$ cat src/rtl/fsm_sync_tx.sv
`default_nettype none
// ============================================================================
//  Module      : fsm_sync_tx
//  Description : Serial frame transmitter. Accepts a parallel word through a
//                ready/load handshake and sends it one bit per clock on x_out:
//                SYNC_LEN ones (sync marker), one 0 guard bit, then the data
//                word MSB-first. A 0 is stuffed after every run of SYNC_LEN-1
//                data ones, so the sync pattern can only appear in the marker.
//  Optional    : `define PARITY_TX_EN appends one even-parity bit of the
//                latched word after the data field. That bit is also subject
//                to stuffing.
//  Ports       : clk       - clock, rising edge
//                reset     - asynchronous, active-low reset
//                data_in   - word to transmit, latched on an accepted load
//                load      - frame request, accepted when ready=1
//                ready     - a load is accepted at the next rising edge
//                x_out     - serial bit stream (registered)
//                tx_active - high from the first sync bit to the last data,
//                            parity or stuff bit
//                done      - one-cycle pulse in the END cycle after a frame
//  Revision    : 1.0 - initial release
// ============================================================================
module fsm_sync_tx #(
    parameter int WIDTH    = 8,
    parameter int SYNC_LEN = 3
) (
    input  logic             clk,
    input  logic             reset,
    input  logic [WIDTH-1:0] data_in,
    input  logic             load,
    output logic             ready,
    output logic             x_out,
    output logic             tx_active,
    output logic             done
);

    localparam int BCW = $clog2(WIDTH + 1);
    localparam int RW  = $clog2(SYNC_LEN + 1);

    localparam logic [BCW-1:0] LAST_BIT  = BCW'(WIDTH);
    localparam logic [BCW-1:0] BC_ONE    = BCW'(1);
    localparam logic [RW-1:0]  STUFF_AT  = RW'(SYNC_LEN - 1);
    localparam logic [RW-1:0]  SYNC_LAST = RW'(SYNC_LEN);
    localparam logic [RW-1:0]  RUN_ONE   = RW'(1);

`ifdef PARITY_TX_EN
    typedef enum logic [2:0] {
        ST_IDLE   = 3'd0,
        ST_SYNC   = 3'd1,
        ST_GUARD  = 3'd2,
        ST_DATA   = 3'd3,
        ST_STUFF  = 3'd4,
        ST_END    = 3'd5,
        ST_PARITY = 3'd6
    } state_t;
`else
    typedef enum logic [2:0] {
        ST_IDLE   = 3'd0,
        ST_SYNC   = 3'd1,
        ST_GUARD  = 3'd2,
        ST_DATA   = 3'd3,
        ST_STUFF  = 3'd4,
        ST_END    = 3'd5
    } state_t;
`endif

    state_t           r_state;
    logic [WIDTH-1:0] r_shift;     // latched word, MSB is the next data bit
    logic [BCW-1:0]   r_bit_cnt;   // data bits already emitted
    logic [RW-1:0]    r_ones_run;  // consecutive ones since guard/last stuff
    logic [RW-1:0]    r_sync_cnt;  // sync ones already emitted
`ifdef PARITY_TX_EN
    logic             r_parity;
    logic             r_parity_sent;
`endif

    logic             w_msb;
    logic [RW-1:0]    w_run_msb;
    logic             w_bits_left;
    logic             w_stuff_due;

    assign w_msb       = r_shift[WIDTH-1];
    assign w_run_msb   = w_msb ? (r_ones_run + RUN_ONE) : '0;
    assign w_bits_left = (r_bit_cnt != LAST_BIT);
    // ones_run only reaches the threshold right after a data/parity one, so
    // this is never true in GUARD or STUFF where the run was just cleared.
    assign w_stuff_due = (r_ones_run == STUFF_AT);

    // Outputs are registered together with the state they belong to: every
    // transition loads x_out/tx_active/ready/done for the state being entered.
    always_ff @(posedge clk or negedge reset) begin
        if (!reset) begin
            r_state       <= ST_IDLE;
            r_shift       <= '0;
            r_bit_cnt     <= '0;
            r_ones_run    <= '0;
            r_sync_cnt    <= '0;
`ifdef PARITY_TX_EN
            r_parity      <= 1'b0;
            r_parity_sent <= 1'b0;
`endif
            x_out         <= 1'b0;
            ready         <= 1'b1;
            tx_active     <= 1'b0;
            done          <= 1'b0;
        end else begin
            done <= 1'b0;
            unique case (r_state)
                // END behaves like IDLE for the handshake, which gives
                // back-to-back frames without an idle gap.
                ST_IDLE, ST_END: begin
                    if (load && ready) begin
                        r_state       <= ST_SYNC;
                        r_shift       <= data_in;
                        r_bit_cnt     <= '0;
                        r_ones_run    <= '0;
                        r_sync_cnt    <= RUN_ONE;
`ifdef PARITY_TX_EN
                        r_parity      <= ^data_in;
                        r_parity_sent <= 1'b0;
`endif
                        x_out         <= 1'b1;
                        tx_active     <= 1'b1;
                        ready         <= 1'b0;
                    end else begin
                        r_state   <= ST_IDLE;
                        x_out     <= 1'b0;
                        tx_active <= 1'b0;
                        ready     <= 1'b1;
                    end
                end

                ST_SYNC: begin
                    if (r_sync_cnt == SYNC_LAST) begin
                        r_state    <= ST_GUARD;
                        r_ones_run <= '0;
                        x_out      <= 1'b0;
                    end else begin
                        r_sync_cnt <= r_sync_cnt + RUN_ONE;
                        x_out      <= 1'b1;
                    end
                end

                // GUARD, DATA, STUFF (and PARITY) share one decision: stuff
                // if the run limit was hit, else send the next data bit, else
                // close the frame (via the parity bit when enabled).
`ifdef PARITY_TX_EN
                ST_GUARD, ST_DATA, ST_STUFF, ST_PARITY: begin
`else
                ST_GUARD, ST_DATA, ST_STUFF: begin
`endif
                    if (w_stuff_due) begin
                        r_state    <= ST_STUFF;
                        r_ones_run <= '0;
                        x_out      <= 1'b0;
                    end else if (w_bits_left) begin
                        r_state    <= ST_DATA;
                        r_shift    <= {r_shift[WIDTH-2:0], 1'b0};
                        r_bit_cnt  <= r_bit_cnt + BC_ONE;
                        r_ones_run <= w_run_msb;
                        x_out      <= w_msb;
`ifdef PARITY_TX_EN
                    end else if (!r_parity_sent) begin
                        r_state       <= ST_PARITY;
                        r_parity_sent <= 1'b1;
                        r_ones_run    <= r_parity ? (r_ones_run + RUN_ONE) : '0;
                        x_out         <= r_parity;
`endif
                    end else begin
                        r_state   <= ST_END;
                        x_out     <= 1'b0;
                        tx_active <= 1'b0;
                        ready     <= 1'b1;
                        done      <= 1'b1;
                    end
                end

                default: begin
                    r_state   <= ST_IDLE;
                    x_out     <= 1'b0;
                    tx_active <= 1'b0;
                    ready     <= 1'b1;
                end
            endcase
        end
    end

endmodule
`default_nettype wire

$ cat config.mk
export PLATFORM = sky130hd
export DESIGN_NAME = fsm_sync_tx
export DESIGN_NICKNAME = d
export VERILOG_FILES = /design/src/rtl/fsm_sync_tx.sv
export SDC_FILE = /design/constraint.sdc
export NUM_CORES = 1
export LEC_CHECK = 0
export CAP_MARGIN = 15
export CORE_MARGIN = 4
export CORE_UTILIZATION = 45
export CTS_CLUSTER_SIZE = 28
export DETAILED_ROUTE_END_ITERATION = 12
export PLACE_DENSITY = 0.67
export REMOVE_ABC_BUFFERS = 1
export SETUP_SLACK_MARGIN = 0.3
export SLEW_MARGIN = 25
export SYNTH_ARGS = -nofsm -noshare
export SYNTH_HDL_FRONTEND = slang
export SYNTH_SLANG_ARGS = --single-unit
$ cat constraint.sdc
create_clock -name clk -period 4.3 [get_ports clk]
set_clock_uncertainty 0.2 [all_clocks]
set_input_delay 0.43 -clock clk [delete_from_list [all_inputs] [get_ports clk]]
set_output_delay 0.43 -clock clk [all_outputs]
set_load 0.02 [all_outputs]
==> impl.org <==
** Clocking
- Clock-pin transition on the worst setup and hold timing paths :: between 0.1 and 0.15 ns
- Buffer levels on the longest clock path :: 2
- CTS root buffer :: clkbuf_4
- Count of buffers added by post-CTS timing repair for setup :: 0
- The clock drives 23 sinks.
- TritonCTS clock tree :: done
- Number of levels in the clock H-tree :: 1
- In this run, CTS created clock tree buffers numbering 3.
- Latest clock arrival within the worst-skew pair :: a little over 0.3 ns

** STA
- Setup violations remaining at the end of the flow were counted as 0.
- The clock period could shrink to about 2.2 ns.
- For the pin with the worst max-slew slack, the measured transition is between 0.5 and 0.6 ns.
- Fraction of the cycle the final worst path needs :: about half
- Achievable frequency :: between 0.4 and 0.5 GHz
- The number of pins exceeding their max-slew limit in the final report was 0.
- Setup total negative slack :: 0 ns
- Hold_ws :: slightly below 0.3 ns
- Final hold violation count :: 0
- Setup repair after global routing left no endpoint under its margin.
- Measured against its own limit, the worst slew margin works out to around three fifths.

** Detailed routing
- Final wirelength :: 2278 um
- Before antenna repair, the detailed router went through 4 iterations.
- Per-cell routed wire length :: 13.81 um
- Via count :: between 900 and 1000
- DRC errors left :: 0
- After the first detailed-routing iteration, the DRC count stood at 23.
- Mean number of vias per cell :: 5.630
- The count of nets left with antenna violations once routing finished came out at 0.

** Place
- Count of input and output buffers :: 14
- Routability congestion estimate :: approximately 0.76
- Total half-perimeter wirelength after legalization and detailed placement :: around 1600 um

** Die
- Floorplan die area :: between 3000 and 4000 um^2
- Effective utilization at floorplan :: a little under half
- For this design the top-level I/O count stands at 15.
- Number of cell rows :: 18
- Horizontal die dimension :: slightly below 60 um
- Core footprint :: about 2500 um^2
- The die is approximately 60 um tall.

** Synthesis
- Top area cells in the synthesized netlist :: dfrtp_1 (46%), ha_1 (4.2%), o22ai_1 (3.6%), nand2_1 (3.1%), nor3_1 (2.9%)
- After synthesis the cells add up to around 1200 um^2.
- Synthesis produced a netlist whose cell count is 121.
- In this run the biggest area consumer among cell types represents between 40% and 50% of the synthesized area.
- After synthesis, the netlist uses 44 different library cells.
- Avg Inst Size Synth :: ~9.9 um^2
- EDFF count, synth :: 0
- The synthesized design contains 23 register bits.
- Cell type with the largest total area after synthesis :: dfrtp_1
- After synthesis, the share of flip-flops with an asynchronous set or reset is 100.0%.
- Dominant cell by count in the synthesized netlist :: dfrtp_1
- Most frequent cells after synthesis :: dfrtp_1 (22), nand2_1 (10), nor2_1 (9)
- Number of synthesis warnings :: 0
- Summing the sequential cell areas from Yosys gives between 40% and 50% of the chip area.
- Most used DFF post-synth :: dfrtp_1

** Worst setup path
- Walking the worst path, the cells encountered are or3b_4 -> a211oi_4 -> nand2_1 -> mux2i_1.
- Capture instance of the worst register-to-register path :: r_bit_cnt[2]$_DFFE_PN0P_
- The critical path is of the register to register type.
- The worst setup path is launched from a register.
- Arr. time, crit path :: about 2.2 ns
- Standard cell with the maximum stage delay on the critical path :: dfrtp_1
- In this run the critical register-to-register path is launched from r_state[2]$_DFFE_PN0N_.
- Together, buffers and inverters on the worst path number 0.
- STA classifies the critical path endpoint as a register.
- Crit path required time :: 4.29 ns
- Internal reg-to-reg setup slack :: just over 2 ns
- The kind of cell with the highest combined delay along the critical path is flip-flops.
- Critical Path Max Stage Delay :: roughly 0.63 ns
- Critical path peak fanout :: 16
- Origin of the worst setup path :: r_state[2]$_DFFE_PN0N_
- For the worst flop-to-flop path, the logic depth is 4.

** Hold path
- In this run the most critical hold path is launched from r_ones_run[0]$_DFFE_PN0P_.
- The worst hold path terminates at r_ones_run[0]$_DFFE_PN0P_.
- In this run the worst hold path is classified as register to register.
- Depth of the worst hold-timing path :: 1

** Power and ir drop
- For this design the static power due to leakage is approximately 0.00059 uW.
- In this run the power density over the cells is approximately 750 nW/um^2.
- IR analysis of the VDD net gives a maximum drop of roughly 340 uV.

** Layout
- At the end of the flow, the number of nets in the layout was ~150.
- Core utilization of the finished layout :: 54.56%
- The number of antenna diodes in the final layout is 0.
- Area delta synth->final :: 14.46%
- The post-route netlist has between 10% and 20% of its cells at a drive strength greater than 1.

** GRT
- Antenna violations before repair :: 0
- The first global-routing pass estimated 3974 um of wire.
- Vias in the first global route :: 921
- In the global route stage, overall resource usage came out at 14.54%.
- Entering global routing, the biggest net connects 24 pins.
- Sum of overflow across all layers after global routing :: 0

** Flow run
- Max Cap Violations :: 0

** Run status
- The run finished with clean final reports.
-- worst reg2reg max path: stages, from the launching register on --
cell and delay, ns:
dfrtp_1 0.63, or3b_4 0.46, a211oi_4 0.56, nand2_1 0.14, mux2i_1 0.14
-- kinds of logic after synthesis --
logic type | Yosys count | share of synthesized area (%)
AO/OA/AOI/OAI | 36 | 21.44
multiplexers | 2 | 1.769
flip-flops | 23 | 47.97
AND/OR/NAND/NOR | 42 | 18.52
buffers and inverters | 14 | 6.139
adder cells (fa/ha/maj) | 4 | 4.162
-- layout by cell type, fill, tap and decap left out, types with 2 or more instances in the layout --
cell type        instances
dfrtp_1                 22
clkdlybuf4s50_1         13
nand2_1                 10
nor2_1                   9
inv_1                    8
o22ai_1                  7
nor3_1                   7
a21oi_1                  6
o21ai_0                  4
a31oi_1                  4
ha_1                     4
nand3_1                  3
clkbuf_4                 3
nor2b_1                  2
o21ai_1                  2
-- cell type report --
cell class	instances	area (um^2)
Multi-Input combinational cell	84	551.8
Fill cell	237	1146
Sequential cell	23	576.8
Tap cell	30	37.54
Clock buffer	3	22.52
Clock inverter	1	5.005
Inverter	8	30.03
Timing Repair Buffer	16	152.6
-- flip-flops by register name, indices dropped and copies added (netlist names) --
name	cells
r_shift	8
x_out	1
r_sync_cnt	2
r_state	3
r_bit_cnt	4
ready	1
done	1
r_ones_run	2
tx_active	1
-- per-layer routing --
| layer | GRT usage [%] | vias up | part of all wire, % |
|---|---|---|---|
| met1 | 18.78 | 441 | 49 |
| met3 | 2.592 | 2 | 4.9 |
| li1 | - | 470 | - |
| met5 | 0 | - | 0 |
| met4 | 5.696 | 0 | 0.57 |
| met2 | 24.07 | 16 | 46 |
-- through the flow --
step,setup WS [ns],std cells,power (uW),area (um^2)
4_1_cts,2.084,164,1037,1371
5_1_grt,1.861,165,1131,1376
6_report,2.071,165,1027,1376
3_3_place_gp,1.983,160,914.5,1344
3_5_place_dp,1.942,160,937.3,1344
2_1_floorplan,1.941,115,787.6,1159
-- power breakdown --
part           leakage [uW]  internal (uW)  switching [uW]
sequential         0.000278            323            99.2
combinational      0.000293            234             274
clock             0.0000177           34.6            62.3
-- how the worst max path moves through the flow --
stage,cells past startpoint,endpoint,slack (ns)
2_1_floorplan,4,r_sync_cnt[1]$_DFFE_PN0P_,1.94
3_3_place_gp,5,r_shift[7]$_DFFE_PN0P_,1.98
3_5_place_dp,5,r_shift[4]$_DFFE_PN0P_,1.94
4_1_cts,4,r_bit_cnt[2]$_DFFE_PN0P_,2.08
5_1_grt,4,r_bit_cnt[2]$_DFFE_PN0P_,1.86
6_report,4,r_bit_cnt[2]$_DFFE_PN0P_,2.07
-- repair_timing --
item	in CTS	in global routing
hold buffers	0	1
endpoints found under the hold margin	0	22
gates resized for setup	0	0
(Power assumes the default switching activity.)
